File: config.mk
export PLATFORM = sky130hd
export DESIGN_NAME = mc_ctrl
export DESIGN_NICKNAME = d
export VERILOG_FILES = /design/src/rtl/mc_ctrl.sv
export SDC_FILE = /design/constraint.sdc
export NUM_CORES = 1
export LEC_CHECK = 0
export ABC_AREA = 1
export BUFFER_PORTS_ARGS = -buffer_cell sky130_fd_sc_hd__buf_2
export CAP_MARGIN = 10
export CORE_MARGIN = 5
export CORE_UTILIZATION = 30
export DETAILED_ROUTE_END_ITERATION = 12
export HOLD_SLACK_MARGIN = 0.12
export PLACE_DENSITY = 0.59
export SYNTH_ARGS = -nofsm -noshare
export SYNTH_HDL_FRONTEND = slang
export SYNTH_SLANG_ARGS = --single-unit
export TNS_END_PERCENT = 10
File: constraint.sdc
create_clock -name clk -period 8.9 [get_ports clk]
set_input_delay 1.335 -clock clk [delete_from_list [all_inputs] [get_ports clk]]
set_output_delay 1.335 -clock clk [all_outputs]
set_load 0.01 [all_outputs]
File: src/rtl/mc_ctrl.sv
// mc_ctrl: multicycle FETCH/DECODE/EXEC/MEM/WB sequencer over one shared memory port,
// with cycle and retired-instruction counters. Optional `ILLEGAL_TRAP_EN halts on unknown opcodes.
module mc_ctrl #(
   parameter int CNT_W = 32
) (
   input  logic             clk,
   input  logic             rst,
   input  logic [5:0]       Op,
   input  logic [5:0]       Funct,
   input  logic             mem_ready,
   output logic             PCWrite,
   output logic             IRWrite,
   output logic             MemRead,
   output logic             MemWrEn,
   output logic             RegWrEn,
   output logic             IorD,
   output logic             instr_done,
   output logic [2:0]       state,
   output logic [CNT_W-1:0] cycle_cnt,
   output logic [CNT_W-1:0] instr_cnt,
   output logic             illegal
);

   typedef enum logic [2:0] {
      FETCH  = 3'd0,
      DECODE = 3'd1,
      EXEC   = 3'd2,
      MEM    = 3'd3,
      WB     = 3'd4,
      HALT   = 3'd7
   } state_t;

   state_t cur_state, nxt_state;

   logic is_ld, is_st, is_br, is_j, is_jal, is_ialu, is_rt, is_jr;
   logic to_pc, to_mem, to_wb;
`ifdef ILLEGAL_TRAP_EN
   logic trap;
   logic illegal_q;
`endif

   always_comb begin
      is_ld   = 1'b0;
      is_st   = 1'b0;
      is_br   = 1'b0;
      is_j    = 1'b0;
      is_jal  = 1'b0;
      is_ialu = 1'b0;
      is_rt   = 1'b0;
      case (Op)
         6'h20, 6'h21, 6'h23, 6'h24, 6'h25: is_ld   = 1'b1;
         6'h28, 6'h29, 6'h2B:               is_st   = 1'b1;
         6'h04, 6'h05:                      is_br   = 1'b1;
         6'h02:                             is_j    = 1'b1;
         6'h03:                             is_jal  = 1'b1;
         6'h08, 6'h0A, 6'h0C, 6'h0D, 6'h0F: is_ialu = 1'b1;
         6'h00:                             is_rt   = 1'b1;
         default: ;
      endcase
   end

   assign is_jr  = is_rt && (Funct == 6'h08);
   assign to_pc  = is_br || is_j || is_jr;
   assign to_mem = is_ld || is_st;
   assign to_wb  = (is_rt && !is_jr) || is_ialu || is_jal;

   // PCWrite and instr_done always coincide: the PC advances exactly when an instruction retires.
   always_comb begin
      nxt_state  = cur_state;
      PCWrite    = 1'b0;
      IRWrite    = 1'b0;
      MemRead    = 1'b0;
      MemWrEn    = 1'b0;
      RegWrEn    = 1'b0;
      IorD       = 1'b0;
      instr_done = 1'b0;
`ifdef ILLEGAL_TRAP_EN
      trap       = 1'b0;
`endif
      if (!rst) begin
         case (cur_state)
            FETCH: begin
               MemRead = 1'b1;
               if (mem_ready) begin
                  IRWrite   = 1'b1;
                  nxt_state = DECODE;
               end
            end
            DECODE: nxt_state = EXEC;
            EXEC: begin
               if (to_pc) begin
                  PCWrite    = 1'b1;
                  instr_done = 1'b1;
                  nxt_state  = FETCH;
               end else if (to_mem) begin
                  nxt_state = MEM;
               end else if (to_wb) begin
                  nxt_state = WB;
               end else begin
`ifdef ILLEGAL_TRAP_EN
                  trap      = 1'b1;
                  nxt_state = HALT;
`else
                  PCWrite    = 1'b1;
                  instr_done = 1'b1;
                  nxt_state  = FETCH;
`endif
               end
            end
            MEM: begin
               IorD    = 1'b1;
               MemRead = is_ld;
               MemWrEn = !is_ld;
               if (mem_ready) begin
                  if (is_ld) begin
                     nxt_state = WB;
                  end else begin
                     PCWrite    = 1'b1;
                     instr_done = 1'b1;
                     nxt_state  = FETCH;
                  end
               end
            end
            WB: begin
               RegWrEn    = 1'b1;
               PCWrite    = 1'b1;
               instr_done = 1'b1;
               nxt_state  = FETCH;
            end
`ifdef ILLEGAL_TRAP_EN
            HALT: nxt_state = HALT;
`endif
            default: nxt_state = FETCH;
         endcase
      end
   end

   always_ff @(posedge clk or posedge rst) begin
      if (rst) cur_state <= FETCH;
      else     cur_state <= nxt_state;
   end

   always_ff @(posedge clk or posedge rst) begin
      if (rst) begin
         cycle_cnt <= '0;
         instr_cnt <= '0;
      end else begin
         cycle_cnt <= cycle_cnt + {{(CNT_W-1){1'b0}}, 1'b1};
         if (instr_done) instr_cnt <= instr_cnt + {{(CNT_W-1){1'b0}}, 1'b1};
      end
   end

`ifdef ILLEGAL_TRAP_EN
   always_ff @(posedge clk or posedge rst) begin
      if (rst)       illegal_q <= 1'b0;
      else if (trap) illegal_q <= 1'b1;
   end
   assign illegal = illegal_q;
`else
   assign illegal = 1'b0;
`endif

   assign state = cur_state;

endmodule

**After elaboration in Yosys (flattened, before gate mapping)**

Cells that the tools add are included.

- Memory bits (writable): 0
- Register bits after elaboration: 67
- Bits in read-only memories: 0
- Memories kept: 0
- Bits in latches: 0
- Output and inout bits: 75
- Input bits: 15

- $mul: 0
- Add/sub/neg operators: 2
- Equality and inequality tests: 24
- Bitwise logic cells: 1
- Reduce and logical (&&, ||, !) cells: 16
- Div/mod/pow operators: 0
- Muxes and demuxes: 32
- Shift operators: 0
- Order comparisons: 0

Operator list:

| kind | count |
|---|---|
| $add 32x1->32 const B | 2 |
| $eq 6x6->1 const B | 8 |
| $eq 6x4->1 const B | 6 |
| $mux 1 | 23 |
| $mux 3 | 6 |
| $eq 6x2->1 const B | 2 |
| $eq 6x3->1 const B | 2 |
| $pmux 3 s4 | 1 |
| $reduce_or 5->1 | 2 |
| $eq 3x2->1 const B | 2 |
| $logic_not 6->1 | 1 |
| $logic_or 1x1->1 | 5 |
| $ne 2x2->1 const B | 2 |
| $eq 3x1->1 const B | 1 |
| $eq 3x3->1 const B | 1 |
| $logic_not 3->1 | 1 |
| $pmux 1 s3 | 1 |
| $reduce_and 3->1 | 1 |
| $reduce_or 3->1 | 1 |
| $logic_and 1x1->1 | 2 |
| $logic_not 1->1 | 2 |
| $pmux 1 s2 | 1 |
| $reduce_or 2->1 | 1 |
| $not 1->1 | 1 |

**Longest topological paths before layout**

- Depth after elaboration: 12
- Mapped depth: 11
- Gate-level depth less buffers: 10

**Least setup slack after synthesis**

Ideal clock, no wire load.

- Path type: input to register
- Start: in rst
- End: reg instr_cnt[1]
- Setup time: 77 ps
- Arrival: 3,913 ps
- Cell stages on the path: 4
- Required time: 8,823 ps
- Buffers on the path: 1
- Path slack: 4,910 ps
- Cells stage by stage: clkinv_1 -> clkbuf_1 -> nand3_1 -> nand2_1

- Longest elaborated chain between the ends: 1

Ends and longest elaborated chain:

| what | RTL line | text |
|---|---|---|
| from (decl) | 7 | `input logic rst,` |
| $mux 1 | 80 | `if (!rst) begin` |
| to (signal assigned) | 149 | `if (instr_done) instr_cnt <= instr_cnt + {{(CNT_W-1){1'b0}}, 1'b1};` |
| to (decl) | 20 | `output logic [CNT_W-1:0] instr_cnt,` |

Every way passes these cells.
A chain may end at the register's enable or synchronous reset.

**Worst setup path after layout**

- Start: in rst
- End: out instr_done

- Longest elaborated chain between the ends: 1

Ends and longest elaborated chain:

| what | RTL line | text |
|---|---|---|
| $mux 1 | 80 |  |
| to (decl) | 17 | `output logic instr_done,` |

Every way passes these cells.

==> qor.csv <==
stage;metric;value;unit
hold_path;min_from;cycle_cnt[0];
synthesis;yosysTopAreaCellShare;40.5;%
critical_path;worstSetupStartpointType;input port;
clock_network;cts_post_setup_buffers_inserted;0;
timing;hold_viol_final;0;
route;drt_iter0_markers;104;
critical_path;wp_data_required;7.57;ns
cells_and_area;final_common_cell;nand2_1;
synthesis;synth-xor-area-share;9.73;%
synthesis;synth_fa_ha_area_share;0.604;%
power;cellPowerDensity;168;nW/um^2
timing;rsz_0062_raised_after_global_routing;no;
placed_design;port_buffers;88;
global_route;grt_first_pass_wirelength;17800;um
placed_design;place.gp.congestion;0.926;
floorplanning;num_io_pins;90;
critical_path;crit_path_launch;rst;
route;drt_via_density;4.48;
cells_and_area;design_area;5050;um^2
cells_and_area;layout-area-overhead-vs-synth;21.9;%
cells_and_area;layout.core_utilization;36.8;%
timing;slew_viol_final;0;
placed_design;dpl_ws;4.31;ns
timing;layout_setup_ws;4.43;ns
clock_network;cts_tree;yes;
placed_design;placedInstanceArea;4740;um^2
synthesis;syn_inst;571;
global_route;globalRouteTotalUtil;13.5;%
clock_network;clk_transition_reported_paths;0.06;ns
critical_path;critical_path_class;input port to output pin;
synthesis;synthesis.area_per_instance;7.26;um^2
clock_network;clockRootBuffer;clkbuf_16;
synthesis;synth_area;4140;um^2
critical_path;kind_of_end_point_of_the_critical_path;output pin;
global_route;grt_overflow_total;0;
hold_path;min_path_type;register to register;
route;antenna_left;0;
route;detail_route.first_pass.iterations;4;
timing;skew;0.00747;ns
route;via_count;3779;
global_route;grt_antenna_before_repair;0;
synthesis;synth.lib_cells_used.distinct;31;
outcome;outcome;complete, no violations;
timing;final.period_utilization;50.2;%
synthesis;syn_nets;588;
timing;fmaxAchievable;224;MHz
synthesis;synthesis.yosys.warnings;0;
clock_network;ctsHtreeMaxLevel;3;
synthesis;synth_top_area_cell;dfrtp_1;
global_route;via_count_of_the_first_global_routing_pass;3587;
critical_path;crit_arrival;3.14;ns
route;route.detailed.wl_per_inst;12.7;um
cells_and_area;nNetsFinal;676;
floorplanning;die_y;128;um
clock_network;clock_sink_count;67;
timing;tns;0;ns
clock_network;cts_repair_resize_count;0;
cells_and_area;final_layout_size_suffix_gt1_share;20.8;%
cells_and_area;num_antenna_cells;0;
synthesis;postSynthRegisterBits;67;
clock_network;max-clock-path-buffers;2;
route;route.final.wire_length;10700;um
floorplanning;floorplan.initialDensity;30.2;%
timing;max_slew_margin;52.0;%
timing;setup_viol;0;
clock_network;clock_insertion_delay_worst_skew;0.34;ns
critical_path;timing.rr.start;state[2];
floorplanning;die_width;128;um
power;vdd_drop_max;0.0000752;V
cells_and_area;most-common-layout-cells;nand2_1 (210), buf_2 (88), nor2_1 (71), dfrtp_1 (67), nand3_1 (49);
synthesis;synthSimpleGateAreaFrac;42.2;%
timing;final_period_demand_of_the_worst_path;4.47;ns
synthesis;synth_top_cells_by_area;dfrtp_1 (40%), nand2_1 (19%), xor2_1 (6.6%);
floorplanning;die-area;16300;um^2
route;drc;0;
synthesis;synth_top_family_by_area;simple AND/OR/NAND/NOR gates;
synthesis;post_synth_mux_area_share;0;%
timing;worstMarginPinSlew;0.720;ns
critical_path;cp_max_fo;65;
synthesis;synth_seq_area_share;40.5;%
placed_design;hpwl;8140;um
floorplanning;core;13700;um^2
job;maxCapViolCount;0;
clock_network;cts_hold_buffers;0;
cells_and_area;fillers;1492;
power;cellLeakagePower;2.58;nW
floorplanning;rows;43;
clock_network;cts_made_buffers;9;
synthesis;synth_compound_area_share;1.06;%
global_route;grt_start_max_net_pins;66;
[cells by family (layout without fill, tap and decap cells)]
| family | after synthesis | count (layout) |
|---|---|---|
| AND/OR/NAND/NOR | 392 | 392 |
| flip-flops | 67 | 67 |
| buffers and inverters | 55 | 148 |
| XOR/XNOR | 46 | 46 |
| AO/OA/AOI/OAI | 8 | 8 |
| adder cells (fa/ha/maj) | 2 | 2 |
| other | 1 | 1 |
[Yosys cell counts, drive strengths merged]
master / n
conb: 1
clkinv: 1
ha: 2
o21ai: 5
nand4: 10
buf: 9
nor2: 84
nand3: 50
nand2: 217
dfrtp: 67
nand3b: 10
nor4: 2
nor3b: 2
xor2: 31
a21oi: 3
xnor2: 15
inv: 42
nor3: 17
clkbuf: 3
[registers in the layout, summed over array words and instances, names as in the netlist]
name	count
cycle_cnt	32
instr_cnt	32
state	3
[critical path: stages]
cell	delay (ns)
buf_2	0.14
inv_4	0.33
buf_4	0.65
nand2_4	0.35
inv_1	0.15
buf_2	0.14
[path summary, 6_finish.rpt]
check                          endpoint  slack, ns  cells past startpoint
max                          instr_done       4.43                      6
min in group asynchronous      state[1]       1.04                      2
min reg2reg                cycle_cnt[0]       0.48                      1
min                        cycle_cnt[0]       0.48                      1
max in group asynchronous  instr_cnt[2]       6.75                      3
max reg2reg                instr_cnt[0]       6.98                      8
[layout make-up]
class | count | area (um^2) | share of cell area, %
multi-input combinational | 449 | 2220 | 44.0
sequential | 67 | 1680 | 33.2
timing repair buffer | 89 | 448 | 8.87
clock buffer | 11 | 253 | 5.00
tap | 180 | 225 | 4.46
inverter | 43 | 164 | 3.25
clock inverter | 5 | 61.3 | 1.21
[stage by stage]
stage | cells | power, mW | hold WS, ns
finish | 844 | 0.847 | 0.484
detailed placement | 828 | 0.485 | 0.464
CTS | 844 | 0.862 | 0.488
floorplan | 571 | 0.451 | 0.500
global route | 844 | 0.893 | 0.495
global placement | 828 | 0.484 | 0.477
[power by group]
part	internal, mW	total [mW]	switching, mW
Clock	0.232	0.369	0.137
Combinational	0.0414	0.138	0.0962
Sequential	0.316	0.340	0.0233
[routing by layer]
metal	share of wire (%)	wire (um)	vias to the layer above	global-route usage (%)
met3	4.6	492	11	3.26
met4	0.94	101	0	3.28
met5	0	0	-	0
li1	-	-	1983	-
met1	47	5040	1701	17.8
met2	47	5060	84	22.2
Power figures use the tool's default switching activity.
